**src/rtl/fft_pkg.sv**
```systemverilog
// Shared constants and sample types for the 32-point MDC FFT datapath.
// Samples are signed two's complement per re/im component.
package fft_pkg;
  localparam int DW          = 9;
  localparam int N           = 32;
  localparam int FRAME_PAIRS = N / 2;
  localparam int CNT_W       = $clog2(FRAME_PAIRS);

  typedef logic signed [DW-1:0] sample_t;

  typedef struct packed {
    sample_t re;
    sample_t im;
  } cplx_t;
endpackage

```
**src/rtl/bfly2_scale.sv**
```systemverilog
// Scaled radix-2 butterfly: sum=(a+b)>>>1, diff=(a-b)>>>1 per component.
// Combinational, no backpressure; the one-bit growth is absorbed by the floor shift.
import fft_pkg::*;

module bfly2_scale (
  input  cplx_t a,
  input  cplx_t b,
  output cplx_t sum,
  output cplx_t diff
);
  logic signed [DW:0] s_re, s_im, d_re, d_im;

  assign s_re = (DW+1)'(a.re) + (DW+1)'(b.re);
  assign s_im = (DW+1)'(a.im) + (DW+1)'(b.im);
  assign d_re = (DW+1)'(a.re) - (DW+1)'(b.re);
  assign d_im = (DW+1)'(a.im) - (DW+1)'(b.im);

  assign sum.re  = sample_t'(s_re >>> 1);
  assign sum.im  = sample_t'(s_im >>> 1);
  assign diff.re = sample_t'(d_re >>> 1);
  assign diff.im = sample_t'(d_im >>> 1);
endmodule

```
**src/rtl/mdc_stage5.sv**
```systemverilog
// Last MDC FFT stage: distance-1 W^0 butterflies on both lanes, serialised one pair/cycle.
// Latency 2 cycles first input to first output; no backpressure, frames are accepted unconditionally.
import fft_pkg::*;

module mdc_stage5 (
  input  logic    clk,
  input  logic    rst_n,
  input  logic    valid_in,
  input  sample_t state4_outUp_re,
  input  sample_t state4_outUp_im,
  input  sample_t state4_outL_re,
  input  sample_t state4_outL_im,
  output logic    valid_ping_pong_in,
  output sample_t state5_outUp_re,
  output sample_t state5_outUp_im,
  output sample_t state5_outL_re,
  output sample_t state5_outL_im
);
  typedef enum logic {S_IDLE, S_RUN} state_t;

  localparam logic [CNT_W-1:0] LAST_CNT = CNT_W'(FRAME_PAIRS - 1);

  state_t           state_q, state_d;
  logic [CNT_W-1:0] cnt_q, cnt_d;
  logic             start, active, odd;

  cplx_t u_in, l_in, u_hold, l_hold;
  cplx_t u_sum, u_diff, l_sum, l_diff;
  cplx_t skid_sum, skid_diff, out_up, out_l;
  logic  skid_vld, pp_q;

  assign u_in = '{re: state4_outUp_re, im: state4_outUp_im};
  assign l_in = '{re: state4_outL_re,  im: state4_outL_im};

  // cnt_q holds the index of the pair seen in the previous cycle; the current pair is cnt_q+1.
  always_comb begin
    state_d = state_q;
    cnt_d   = cnt_q;
    start   = 1'b0;
    active  = 1'b0;
    odd     = 1'b0;
    case (state_q)
      S_IDLE: begin
        if (valid_in) begin
          start   = 1'b1;
          active  = 1'b1;
          state_d = S_RUN;
          cnt_d   = '0;
        end
      end
      S_RUN: begin
        if (cnt_q == LAST_CNT) begin
          cnt_d = '0;
          if (valid_in) begin
            start  = 1'b1;
            active = 1'b1;
          end else begin
            state_d = S_IDLE;
          end
        end else begin
          active = 1'b1;
          odd    = ~cnt_q[0];
          cnt_d  = cnt_q + 1'b1;
        end
      end
      default: state_d = S_IDLE;
    endcase
  end

  bfly2_scale u_bfly_up (.a(u_hold), .b(u_in), .sum(u_sum), .diff(u_diff));
  bfly2_scale u_bfly_l  (.a(l_hold), .b(l_in), .sum(l_sum), .diff(l_diff));

  always_ff @(posedge clk) begin
    if (!rst_n) begin
      state_q   <= S_IDLE;
      cnt_q     <= '0;
      u_hold    <= '0;
      l_hold    <= '0;
      skid_sum  <= '0;
      skid_diff <= '0;
      skid_vld  <= 1'b0;
      out_up    <= '0;
      out_l     <= '0;
      pp_q      <= 1'b0;
    end else begin
      state_q  <= state_d;
      cnt_q    <= cnt_d;
      pp_q     <= start;
      skid_vld <= active && odd;
      if (active && !odd) begin
        u_hold <= u_in;
        l_hold <= l_in;
      end
      // Odd pairs emit the U butterfly now and park the L butterfly for the next cycle.
      if (active && odd) begin
        out_up    <= u_sum;
        out_l     <= u_diff;
        skid_sum  <= l_sum;
        skid_diff <= l_diff;
      end else if (skid_vld) begin
        out_up <= skid_sum;
        out_l  <= skid_diff;
      end else begin
        out_up <= '0;
        out_l  <= '0;
      end
    end
  end

  assign valid_ping_pong_in = pp_q;
  assign state5_outUp_re    = out_up.re;
  assign state5_outUp_im    = out_up.im;
  assign state5_outL_re     = out_l.re;
  assign state5_outL_im     = out_l.im;
endmodule

```
**config.mk**
```make
export PLATFORM = sky130hd
export DESIGN_NAME = mdc_stage5
export DESIGN_NICKNAME = d
export VERILOG_FILES = /design/src/rtl/fft_pkg.sv /design/src/rtl/bfly2_scale.sv /design/src/rtl/mdc_stage5.sv
export SDC_FILE = /design/constraint.sdc
export NUM_CORES = 1
export LEC_CHECK = 0
export ABC_AREA = 1
export CAP_MARGIN = 20
export CELL_PAD_IN_SITES_DETAIL_PLACEMENT = 1
export CELL_PAD_IN_SITES_GLOBAL_PLACEMENT = 1
export CORE_ASPECT_RATIO = 0.8
export CORE_MARGIN = 4
export CORE_UTILIZATION = 38
export DETAILED_ROUTE_END_ITERATION = 8
export PLACE_DENSITY_LB_ADDON = 0.1
export SLEW_MARGIN = 20
export SYNTH_ARGS = -nofsm -noshare
export SYNTH_HDL_FRONTEND = slang
export SYNTH_HIERARCHICAL = 1
export SYNTH_SLANG_ARGS = --single-unit
```
**constraint.sdc**
```tcl
create_clock -name clk -period 1.5 [get_ports clk]
set_input_delay 0.15 -clock clk [delete_from_list [all_inputs] [get_ports clk]]
set_output_delay 0.15 -clock clk [all_outputs]
set_load 0.02 [all_outputs]
```
==> impl_results.rst <==
.. list-table::
   :header-rows: 1

   * - Metric
     - Value
   * - Run status
     - complete, but fails checks
   * - Failing checks
     - setup timing
   * - Post-detailed-route wirelength per cell
     - 21.0 um
   * - Die Outline Area
     - 0.0236 sq mm
   * - Ordered cell list for the critical path
     - ha_4, nor2_2, nand2_1, nand3_1, nand3_1, nand3_1, nand2_1, nand2_1, nand2_1
   * - Flop and latch count out of synthesis
     - 115
   * - Buffers & Inverters on Critical Path
     - 0
   * - Net switching power
     - 5230 uW
   * - Clock tree root buffer cell
     - clkbuf_16
   * - Main combinational cell family by area after synthesis
     - simple AND/OR/NAND/NOR gates
   * - Startpoint types
     - flop
   * - Height of the die
     - 138 um
   * - Weighted congestion at the end of routability-driven global placement
     - 0.893
   * - Part of the total power dissipated in sequential elements
     - 27.1%
   * - Fin crit share
     - 109%
   * - Transition at the pin with the smallest max-transition slack
     - 0.462 ns
   * - Seq. cell area
     - 0.00237 sq mm
   * - Count of non-filler cells in the finished layout
     - 1753
   * - Sequential-to-total area share from yosys stat
     - 28.5%
   * - Worst slew slack as a fraction of its limit
     - 68.9%
   * - WP data required
     - 1.81 ns
   * - Power density relative to cell area
     - 1110 mW/mm^2
   * - TritonCTS clock tree
     - built
   * - Detailed router's first-iteration violation count
     - 761
   * - Cell family with most CP delay
     - simple AND/OR/NAND/NOR gates
   * - Overall routing resource usage
     - 25.1%
   * - Mux cell area share after synthesis
     - 0%
   * - Number of clock buffers inserted by TritonCTS
     - 17
   * - Vias in the first global route
     - 9057
   * - Final antenna-violating net count
     - 0
   * - Final #Nets
     - 1583
   * - Signal arrival time at the worst endpoint
     - 1.95 ns
   * - Max_cap viols
     - 0
   * - Number of max-slew violations in the final report
     - 0
   * - Post-synthesis compound-gate area fraction
     - 9.06%
   * - Post-synth net total
     - 1346
   * - Number of setup violations in the final report
     - 55
   * - Crit path top cell by count
     - nand2_1
   * - Number of clock sinks
     - 115
   * - Width of the die
     - 171 um
   * - Half-perimeter wire length of the detailed placement result
     - 21700 um
   * - IR Drop Worst-Case VDD
     - 0.666 mV
   * - Xor/xnor share of the synthesized area
     - 3.47%
   * - Total routed wirelength
     - 36800 um
   * - Netlist area before placement
     - 0.00807 sq mm
   * - Adder-Cell Fraction of Synth Area
     - 12.1%
   * - Avg Cell Area, Syn
     - 6.54 sq um
   * - Clock Tree Buf Depth
     - 2
   * - Synthesized instance count
     - 1234
   * - Std cell rows
     - 47
   * - RSZ-0062 raised after global routing
     - true
   * - Worst-case reg-to-reg path depth
     - 9
   * - Worst slack after detailed placement
     - -0.565 ns
   * - Critical setup path kind
     - reg2reg
   * - Type of the worst min-delay path
     - in2reg
   * - Number of distinct library cells after synthesis
     - 31
   * - Count of boundary I/O pins
     - 76
   * - Max Fanout on Critical Path
     - 6
   * - Crit-path slowest cell
     - dfxtp_4
   * - Internal power consumption
     - 8990 uW
   * - Most frequent cells in the layout
     - 325 x nand2_1, 178 x buf_4, 120 x inv_1
   * - Logic depth of the worst path, buffers included
     - 9
   * - Total number of yosys warnings
     - 6
   * - Cell count after placement
     - 1690
   * - Final Skew
     - 0.0132 ns
   * - Worst reg2reg setup slack
     - -0.14 ns
   * - Area added between synthesis and finish
     - 58.2%
   * - Logic gate share of total power
     - 40.6%
   * - CTS H-tree depth
     - 4
   * - Clock network latency to the later pin of the worst-skew pair
     - 0.43 ns
   * - CTS clock-pin slew for the worst setup and hold paths
     - 0.05 ns
   * - Antenna violations before repair
     - 0
   * - Vias per inst
     - 5.40
   * - Count of final hold-check violations
     - 0
   * - Wire length of the first global-routing pass
     - 47800 um
   * - Core Box Area
     - 0.0208 sq mm
   * - Total congestion overflow after global routing
     - 0
   * - Endpoint type of the worst setup path
     - flop
   * - Leading cell type in the layout, fill and taps excluded
     - nand2_1
   * - Cell depth of the worst min-delay path
     - 3
   * - Fraction of layout instances using a drive strength above 1
     - 36.9%
   * - Fillers
     - 2560
   * - Largest net degree at the start of global routing
     - 55
   * - Hold-fix buffer count after cts
     - 0
   * - Area occupied by multi-input gates
     - 0.00624 sq mm
   * - Final critical-path required period
     - 1.64 ns
   * - Vias
     - 9467
   * - Number of remaining DRC errors
     - 0
   * - Simple-gate share of the synthesized area
     - 35.6%
   * - Leakage
     - 0.00668 uW
   * - Number of antenna repair diodes
     - 0
   * - Critical path's largest stage delay
     - 0.35 ns
   * - Proportion of power drawn by the clock network
     - 32.2%
   * - Post-route worst setup slack
     - -0.140 ns
   * - Number of buffers inserted by port buffering
     - 75
   * - Highest clock rate
     - 610 MHz
   * - Iteration count of the initial detailed-routing pass
     - 5
   * - Switching power share of the total
     - 36.8%
   * - Starting Density
     - 38.9%
worst paths after layout:
path / startpoint / endpoint
setup / recovery: u_hold[2]$_SDFFE_PN0P_ / state5_outUp_im[6]$_SDFF_PN0_
hold / removal: rst_n / u_hold[6]$_SDFFE_PN0P_
hold reg to reg: skid_sum[10]$_SDFFE_PN0P_ / skid_sum[10]$_SDFFE_PN0P_
setup reg to reg: u_hold[2]$_SDFFE_PN0P_ / state5_outUp_im[6]$_SDFF_PN0_
logic make-up after synthesis:
kind of cell / after synthesis
simple gates: 682
buf+inv: 212
compound gates: 120
flops: 115
fa+ha+maj: 73
xor+xnor: 32
flip-flops by register name (all words and copies together) (netlist names):
name and count:
l_hold 18, valid_ping_pong_in 1, u_hold 18, skid_sum 18, state_q 1, state5_outUp_re 9, state5_outUp_im 9, skid_diff 18
cnt_q 4, skid_vld 1, state5_outL_im 9, state5_outL_re 9
cell usage after synthesis (all sizes together):
library cell,n,area share [%]
clkbuf,11,0.68
o21ai,14,0.87
buf,51,3.6
o21bai,12,1.1
nand2,395,18
nand4,44,3.4
dfxtp,115,29
ha,65,10
a21oi,82,5.9
xor2,28,3.0
inv,150,7.0
nand3,134,8.4
xnor2,4,0.43
fa,8,2.0
or2,1,0.078
nor2,106,5.1
a21o,12,1.1
nor3,1,0.062
nand3b,1,0.093
worst min-delay path, delay by kind of cell:
kind          cells  cell delay, ns
buf+inv           1            0.19
simple gates      2            0.12
area by class of cell:
cell class              count  share of cell area (%)
repair buffers            279                    20.2
clock inverters            10                    1.41
flip-flops and latches    115                    18.6
clock buffers              22                    3.56
well taps                 269                    2.64
inverters                 150                    4.70
multi-input cells         908                    48.9
per-layer routing:
metal / track usage [%] / vias to the layer above / routed length, um
li1: - / 4386 / -
met1: 33.4 / 4695 / 15500
met2: 42.5 / 313 / 18400
met3: 4.62 / 73 / 1920
met4: 5.84 / 0 / 888
met5: 0 / - / 0
power by group through the flow:
stage | Clock (uW) | Combinational, uW | Sequential, uW
after floorplan | 0 | 2290 | 3890
after global placement | 0 | 4190 | 3810
after detailed placement | 0 | 4300 | 3820
after CTS | 4570 | 4720 | 3810
after global routing | 4770 | 6170 | 3890
final | 4580 | 5780 | 3860
timing repair:
item / in CTS / in global routing
resized for setup: 179 / 247
endpoints found under the setup margin: 91 / 120
gates cloned: 1 / 6
setup buffers: 6 / 20
pin swaps: 39 / 103
through the flow:
step / utilization [%] / setup TNS [ns] / power (uW) / hold slack (ns) / area [sq um]
CTS: 55.9 / -0.136 / 13100 / 0.0682 / 11600
global placement: 49.4 / -25.52 / 8000 / 0.463 / 10200
floorplan: - / 0 / 6170 / 0.309 / 8070
global route: 61.5 / -6.91 / 14800 / 0.0918 / 12800
detailed placement: 49.4 / -27.70 / 8120 / 0.468 / 10200
finish: 61.5 / -2.89 / 14200 / 0.0841 / 12800
Note: power is estimated with default switching activity, not from simulation.
